File: src/rtl/mux16_arbiter.sv
// rtl/mux16_arbiter.sv - two-source valid/ready arbiter sharing one mux16 datapath
// Burst-limited arbitration feeding a single-entry output register.

module mux16 (
  input  logic [15:0] x,
  input  logic [15:0] y,
  input  logic        sel,
  output logic [15:0] out
);
  assign out = sel ? y : x;
endmodule

module mux16_arbiter #(
  parameter int unsigned MAX_BURST = 4
) (
  input  logic        clk,
  input  logic        rst_n,
  input  logic        x_valid,
  input  logic [15:0] x_data,
  output logic        x_ready,
  input  logic        y_valid,
  input  logic [15:0] y_data,
  output logic        y_ready,
  output logic        out_valid,
  output logic [15:0] out_data,
  output logic        out_src,
  input  logic        out_ready
);
  typedef enum logic {EMPTY = 1'b0, FULL = 1'b1} state_t;

  localparam logic [3:0] MAX_B = 4'(MAX_BURST);

  state_t      state_q, state_d;
  logic [15:0] data_q, data_d;
  logic        src_q, src_d;
  logic        last_src_q, last_src_d;
  logic [3:0]  burst_cnt_q, burst_cnt_d;

  logic        grant;
  logic        slot_free;
  logic        xfer;
  logic [15:0] mux_out;

  mux16 u_mux16 (
    .x   (x_data),
    .y   (y_data),
    .sel (grant),
    .out (mux_out)
  );

  // The burst limit only matters under contention; a lone requester always wins.
  always_comb begin
    grant = last_src_q;
    unique case ({x_valid, y_valid})
      2'b10:   grant = 1'b0;
      2'b01:   grant = 1'b1;
      2'b11:   grant = (burst_cnt_q < MAX_B) ? last_src_q : !last_src_q;
      default: grant = last_src_q;
    endcase
  end

  assign out_valid = (state_q == FULL);
  assign out_data  = data_q;
  assign out_src   = src_q;
  assign slot_free = !out_valid || out_ready;
  assign x_ready   = rst_n && slot_free && !grant;
  assign y_ready   = rst_n && slot_free && grant;
  assign xfer      = (x_valid && x_ready) || (y_valid && y_ready);

  always_comb begin
    state_d     = state_q;
    data_d      = data_q;
    src_d       = src_q;
    last_src_d  = last_src_q;
    burst_cnt_d = burst_cnt_q;
    if (xfer) begin
      state_d    = FULL;
      data_d     = mux_out;
      src_d      = grant;
      last_src_d = grant;
      if (grant == last_src_q) begin
        burst_cnt_d = (burst_cnt_q >= MAX_B) ? MAX_B : burst_cnt_q + 4'd1;
      end else begin
        burst_cnt_d = 4'd1;
      end
    end else if (state_q == FULL && out_ready) begin
      state_d = EMPTY;
    end
  end

  always_ff @(posedge clk or negedge rst_n) begin
    if (!rst_n) begin
      state_q     <= EMPTY;
      data_q      <= 16'h0000;
      src_q       <= 1'b0;
      last_src_q  <= 1'b0;
      burst_cnt_q <= 4'd0;
    end else begin
      state_q     <= state_d;
      data_q      <= data_d;
      src_q       <= src_d;
      last_src_q  <= last_src_d;
      burst_cnt_q <= burst_cnt_d;
    end
  end
endmodule

File: config.mk
export PLATFORM = sky130hd
export DESIGN_NAME = mux16_arbiter
export DESIGN_NICKNAME = d
export VERILOG_FILES = /design/src/rtl/mux16_arbiter.sv
export SDC_FILE = /design/constraint.sdc
export NUM_CORES = 1
export LEC_CHECK = 0
export CORE_UTILIZATION = 40
export DETAILED_ROUTE_END_ITERATION = 7
export GPL_TIMING_DRIVEN = 1
export PLACE_DENSITY = 0.75
export SETUP_SLACK_MARGIN = 0.05
export SYNTH_ARGS = -nofsm -noshare
export SYNTH_HDL_FRONTEND = slang
export SYNTH_HIERARCHICAL = 1
export SYNTH_SLANG_ARGS = --single-unit
File: constraint.sdc
create_clock -name clk -period 3.7 [get_ports clk]
set_clock_uncertainty 0.15 [all_clocks]
set_input_delay 0.37 -clock clk [delete_from_list [all_inputs] [get_ports clk]]
set_output_delay 0.37 -clock clk [all_outputs]
set_load 0.05 [all_outputs]
==> results of run 1 <==
## critical path: cells and delay by family
kind | cells | cell delay, ns
buf+inv | 2 | 1.35
simple gates | 1 | 0.50
compound gates | 2 | 0.49
## worst min-delay path by stage
stage / startpoint / end / slack [ns] / depth (start not counted)
2_1_floorplan: rst_n / burst_cnt_q[0] / -0.08 / 0
3_3_place_gp: burst_cnt_q[1] / burst_cnt_q[1] / 0.33 / 1
3_5_place_dp: burst_cnt_q[1] / burst_cnt_q[1] / 0.34 / 1
4_1_cts: rst_n / last_src_q / 0.32 / 2
5_1_grt: rst_n / burst_cnt_q[1] / 0.33 / 2
6_report: rst_n / out_data[13] / 0.31 / 2
## stage by stage
stage,std cells,area [µm²],util [%]
after floorplan,93,1290,-
after global placement,191,1870,61.2
after detailed placement,191,1870,61.2
after CTS,195,1900,62.4
after global routing,195,1900,62.4
final,195,1900,62.4
## layer usage
layer  wire [µm]  vias to the layer above  global-route usage [%]
met5           0                        -                       0
met4          31                        0                    7.82
met3         145                        4                    4.62
met2        1510                       32                    30.2
met1        1110                      472                    20.3
li1            -                      458                       -
## cells in the mapped netlist, types with 2 or more instances
library cell	n
mux2_4	25
dfrtp_1	22
mux2_2	8
inv_1	4
buf_6	3
nor2_1	3
a21oi_1	2
nand2_1	2
nor2b_1	2
nor4_1	2
or3b_2	2
## area by class of cell
class | count | area share, %
Sequential cell | 22 | 28.9
Clock buffer | 4 | 1.91
Inverter | 4 | 0.788
Multi-Input combinational cell | 63 | 35.3
Timing Repair Buffer | 58 | 30.2
Tap cell | 44 | 2.89
## registers in the layout (all words and copies together) (netlist names)
signal / cells
out_valid: 1
burst_cnt_q: 4
last_src_q: 1
out_data: 16
## cell families after synthesis
logic type               count (synthesis)
adder cells (fa/ha/maj)                  1
multiplexers                            33
flip-flops                              22
AND/OR/NAND/NOR                         17
buffers and inverters                    8
AO/OA/AOI/OAI                           12
## power by group through the flow
stage	logic, W	registers (W)	clock network (W)
finish	0.000667	0.000363	0.000134
global route	0.000699	0.000377	0.000149
CTS	0.000673	0.000364	0.000139
detailed placement	0.000670	0.000368	0
global placement	0.000657	0.000365	0
floorplan	0.000264	0.000573	0
==> results.md, run 1 <==
- Grt total ovfl: 0
- DR WL/cell: 14.3 µm
- Post-synthesis xor/xnor area fraction: 0%
- Static Leak: 0.842 nW
- Sequential area share after synthesis: 42.7%
- Clock root cell: clkbuf_4
- Io pins: 57
- Largest net degree at the start of global routing: 25
- Unique masters post-synth: 29
- Max Cap Viol: 0
- Crit path launch: x_valid
- Clock buffers created by TritonCTS: 3
- Cell Area, Synth: 1290 µm²
- Worst setup endpoint: x_ready
- Vias/cell: 4.95
- Combinational group share of total power: 57.3%
- Peak VDD IR: 266 µV
- Hold Crit Class: in -> async
- Post-route DRC: 0
- Post-Synthesis Net Count: 131
- Critical path's largest stage delay: 0.79 ns
- Pint: 0.000679 W
- Reg clk slew, reported paths: 0.12 ns
- Slew headroom: 64.6%
- Largest family of logic cells by synthesized area: multiplexers
- Most common cell after layout, fill and taps aside: clkdlybuf4s50_1
- Synth area leaders: dfrtp_1 43%, mux2_4 29%, mux2_2 7.0%
- Worst-path cell chain: clkdlybuf4s50_1, or3b_2, a21oi_1, o21ba_2, clkdlybuf4s50_1
- Max clock buf depth: 2
- Switching Share: 41.7%
- Avg Cell Area, Syn: 13.9 µm²
- Die Y: 58.8 µm
- DRT Pass-1 Iters: 2
- Fill cells: 251
- Post-synth ARST share: 100%
- WL final: 2.80 mm
- Crit path launch type: primary input
- PwrDens: 611 nW/µm²
- Hold Slack: 0.313 ns
- Max FO, Critical Path: 5
- CTS Hold Buffers Added: 0
- Tot Pwr: 0.00116 W
- Clock Latency Late Sink: 0.30 ns
- Sequential Power Share: 31.2%
- Total number of vias: 966
- P&R area growth vs syn: 47.8%
- Share of post-route cells with drive strength above 1: 29.8%
- Hold Vio Cnt, Final: 0
- R2R Path Start: burst_cnt_q[3]
- Seq. cell area: 551 µm²
- Die area: 3450 µm²
- IO Port Bufs: 56
- Clock network fraction of total power: 11.5%
- # rows: 20
- Net Switching: 0.000485 W
- Setup CP Type: in -> out
- Final min period: 3.23 ns
- CTS sink cnt: 22
- Htree depth: 1
- Worst-Margin Slew: 0.529 ns
- Critical Path RT: 3.18 ns
- Final setup fails: 0
- Post-Synth Adder-Cell Area: 0.971%
- Horiz. Die Dim: 58.8 µm
- Number of enable flip-flop cells after synthesis: 0
- First-pass GRT wire length: 4.53 mm
- Post-CTS setup repair buffer count: 0
- Mapped Cells: 93
- Placer congestion estimate: 0.795
- PnR worst setup slack: 0.468 ns
- Simple-Gate Fraction of Synth Area: 7.96%
- Reg2reg end: out_data[14]
- Main synth FF type: dfrtp_1
- Slowest CP cell: clkdlybuf4s50_1
- Starting Density: 42.2%
- Ant diodes: 0
- Post-place setup slack: 0.466 ns
- Worst Setup End Kind: primary output
- PostCTS Resize Cnt: 0
- Post-synth top area share: 42.7%
- Arr. time, crit path: 2.71 ns
- FF-to-FF path depth: 6
- CTS tree: done
- Core ar.: 3050 µm²
- RSZ-0062 raised after global routing: false
- Seq cells post-synth: 22
- Synth warn: 6
- Post-route clock period utilization: 87.3%
- Multi-input logic area: 672 µm²
- Post-synth top area cell: dfrtp_1
- Flop-to-flop setup slack: 1.30 ns
- Routed Antenna Nets: 0
- Final-report max-slew violation count: 0
- Nets: 190
- Tot GR Track Use: 17.5%
- Worst path most repeated cell: clkdlybuf4s50_1
- Setup Total Neg Slack: 0 ns
- Synth Area in Compound Gates: 6.89%
- Most frequent cells in the layout: 56 x clkdlybuf4s50_1, 25 x mux2_4, 22 x dfrtp_1, 8 x mux2_2, 4 x inv_1
- Max Clk Rate: 309 MHz
- Multiplexer share of the synthesized area: 36.1%
- Initial antenna violation count: 0
- Iter 0 DRT Violations: 35
- Status: finished clean
- Final HPWL DP: 2.11 mm
- Number of global-route vias before repair: 1027
(Power assumes the default switching activity.)
==> run 2, diff against run 1 <==
--- a/config.mk
+++ b/config.mk
@@ -10,6 +10,7 @@
 export GPL_TIMING_DRIVEN = 1
 export PLACE_DENSITY = 0.75
 export SETUP_SLACK_MARGIN = 0.05
+export SKIP_CTS_REPAIR_TIMING = 1
 export SYNTH_ARGS = -nofsm -noshare
 export SYNTH_HDL_FRONTEND = slang
 export SYNTH_HIERARCHICAL = 1
==> constraint.sdc (replaced) <==
create_clock -name clk -period 3.6 [get_ports clk]
set_clock_uncertainty 0.15 [all_clocks]
set_input_delay 0.36 -clock clk [delete_from_list [all_inputs] [get_ports clk]]
set_output_delay 0.36 -clock clk [all_outputs]
set_load 0.05 [all_outputs]
==> run 2 against run 1 <==
Against the previous run:
- setup slack improved by 0.12 ns
- via count increased by 2.0%
- worst hold slack got worse by 0.031 ns
- sequential cell count unchanged
- register-to-register slack got worse by 0.06 ns
- critical path depth unchanged
- combinational power increased by 2%
- die area unchanged
- sequential share of layout area about the same
- final cell count unchanged
- utilization decreased by 0.082 points
- critical endpoint is now y_ready
==> results.md, run 2 (synthesis results as in run 1) <==
- Hold Slack: 0.282 ns (was 0.313 ns)
- Initial antenna violation count: 0 (unchanged)
- Htree depth: 1 (unchanged)
- Critical Path RT: 3.09 ns (was 3.18 ns)
- P&R area growth vs syn: 47.6% (was 47.8%)
- Max Clk Rate: 332 MHz
- Status: finished clean (unchanged)
- Post-place setup slack: 0.615 ns (was 0.466 ns)
- Ant diodes: 0 (unchanged)
- Post-route DRC: 0 (unchanged)
- Clock root cell: clkbuf_4 (unchanged)
- PwrDens: 626 nW/µm² (was 611 nW/µm²)
- Hold Crit Class: in -> async (unchanged)
- Final-report max-slew violation count: 0 (unchanged)
- Final min period: 3.01 ns
- Max reg flops: 16 (unchanged)
- Grt total ovfl: 0 (unchanged)
- Post-route clock period utilization: 83.7%
- DRT Pass-1 Iters: 4 (was 2)
- Worst Setup End Kind: primary output (unchanged)
- Hold Vio Cnt, Final: 0 (unchanged)
- Max Cap Viol: 0 (unchanged)
- Clock buffers created by TritonCTS: 3 (unchanged)
- Arr. time, crit path: 2.50 ns (was 2.71 ns)
- Horiz. Die Dim: 58.8 µm (unchanged)
- Die Y: 58.8 µm (unchanged)
- # rows: 20 (unchanged)
- Placer congestion estimate: 0.816 (was 0.795)
- Peak VDD IR: 342 µV (was 266 µV)
- Crit path launch type: primary input (unchanged)
- Share of post-route cells with drive strength above 1: 30.5% (was 29.8%)
- DR WL/cell: 13.5 µm (was 14.3 µm)
- Number of global-route vias before repair: 1045 (was 1027)
- Worst-Margin Slew: 0.524 ns (was 0.529 ns)
- Finished Core Util: 62.3% (was 62.4%)
- Vias/cell: 5.05 (was 4.95)
- Core ar.: 3050 µm² (unchanged)
- Tot GR Track Use: 16.8% (was 17.5%)
- Iter 0 DRT Violations: 34 (was 35)
- First-pass GRT wire length: 4.36 mm (was 4.53 mm)
- IO Port Bufs: 56 (unchanged)
- Max clock buf depth: 2 (unchanged)
- Nets: 190 (unchanged)
- CTS tree: done (unchanged)
- Max FO, Critical Path: 5 (unchanged)
- Routed Antenna Nets: 0 (unchanged)
- PnR worst setup slack: 0.586 ns (was 0.468 ns)
- Final HPWL DP: 1.99 mm (was 2.11 mm)
- CTS sink cnt: 22 (unchanged)
- Final setup fails: 0 (unchanged)
- Setup Total Neg Slack: 0 ns (unchanged)
- Reg clk slew, reported paths: 0.12 ns (about the same)
- Slew headroom: 65.0% (was 64.6%)
- Most common cell after layout, fill and taps aside: clkdlybuf4s50_1 (unchanged)
- Setup CP Type: in -> out (unchanged)
- RSZ-0062 raised after global routing: false (unchanged)
- Io pins: 57 (unchanged)
- WL final: 2.63 mm (was 2.80 mm)
- Starting Density: 42.2% (unchanged)
- Static Leak: 0.843 nW (was 0.842 nW)
- Largest net degree at the start of global routing: 25 (unchanged)
- Total number of vias: 985 (was 966)
- Most frequent cells in the layout: 55 x clkdlybuf4s50_1, 25 x mux2_4, 22 x dfrtp_1, 8 x mux2_2, 4 x inv_1 (was 56 x clkdlybuf4s50_1, 25 x mux2_4, 22 x dfrtp_1, 8 x mux2_2, 4 x inv_1)
- Die area: 3450 µm² (unchanged)
- Clock Latency Late Sink: 0.30 ns (about the same)
## run 2: power by group
part           switching [W]  internal, W  leakage [nW]
logic               0.000370     0.000313         0.560
registers          0.0000517     0.000323         0.262
clock network      0.0000704    0.0000616        0.0210
total               0.000493     0.000697         0.843
## run 2: area by class of cell
type,instances,area [µm²]
clock buffer,4,36.3
timing repair buffer,58,573
multi-input combinational,63,672
fill,258,1150
tap,44,55.1
sequential,22,551
inverter,4,15.0
## run 2: final timing paths
path	startpoint	to	slack [ns]	cells past startpoint
worst max-delay path	x_valid	y_ready	0.59	5
worst min-delay path	rst_n	out_data[0]	0.28	2
worst max register to register	burst_cnt_q[3]	out_data[4]	1.24	6
worst min register to register	burst_cnt_q[1]	burst_cnt_q[1]	0.37	1
max in group asynchronous	rst_n	last_src_q	2.79	2
min in group clk	burst_cnt_q[1]	burst_cnt_q[1]	0.37	1
## run 2: critical path: stages
cell and delay (ns):
clkdlybuf4s50_1 0.57, or3b_2 0.50, a21oi_1 0.28, nor3_1 0.08, clkdlybuf4s50_1 0.71
## run 2: stage by stage
| stage | area [µm²] | cells | power (W) |
|---|---|---|---|
| floorplan | 1290 | 93 | 0.000860 |
| global placement | 1870 | 191 | 0.00105 |
| detailed placement | 1870 | 191 | 0.00106 |
| CTS | 1900 | 195 | 0.00120 |
| global route | 1900 | 195 | 0.00125 |
| finish | 1900 | 195 | 0.00119 |
## run 2: metal layers
layer,track usage (%),up-vias,part of all wire (%)
li1,-,456,-
met1,19.5,487,41
met2,29.9,38,53
met3,2.42,4,4.4
met4,8.50,0,1.1
met5,0,-,0
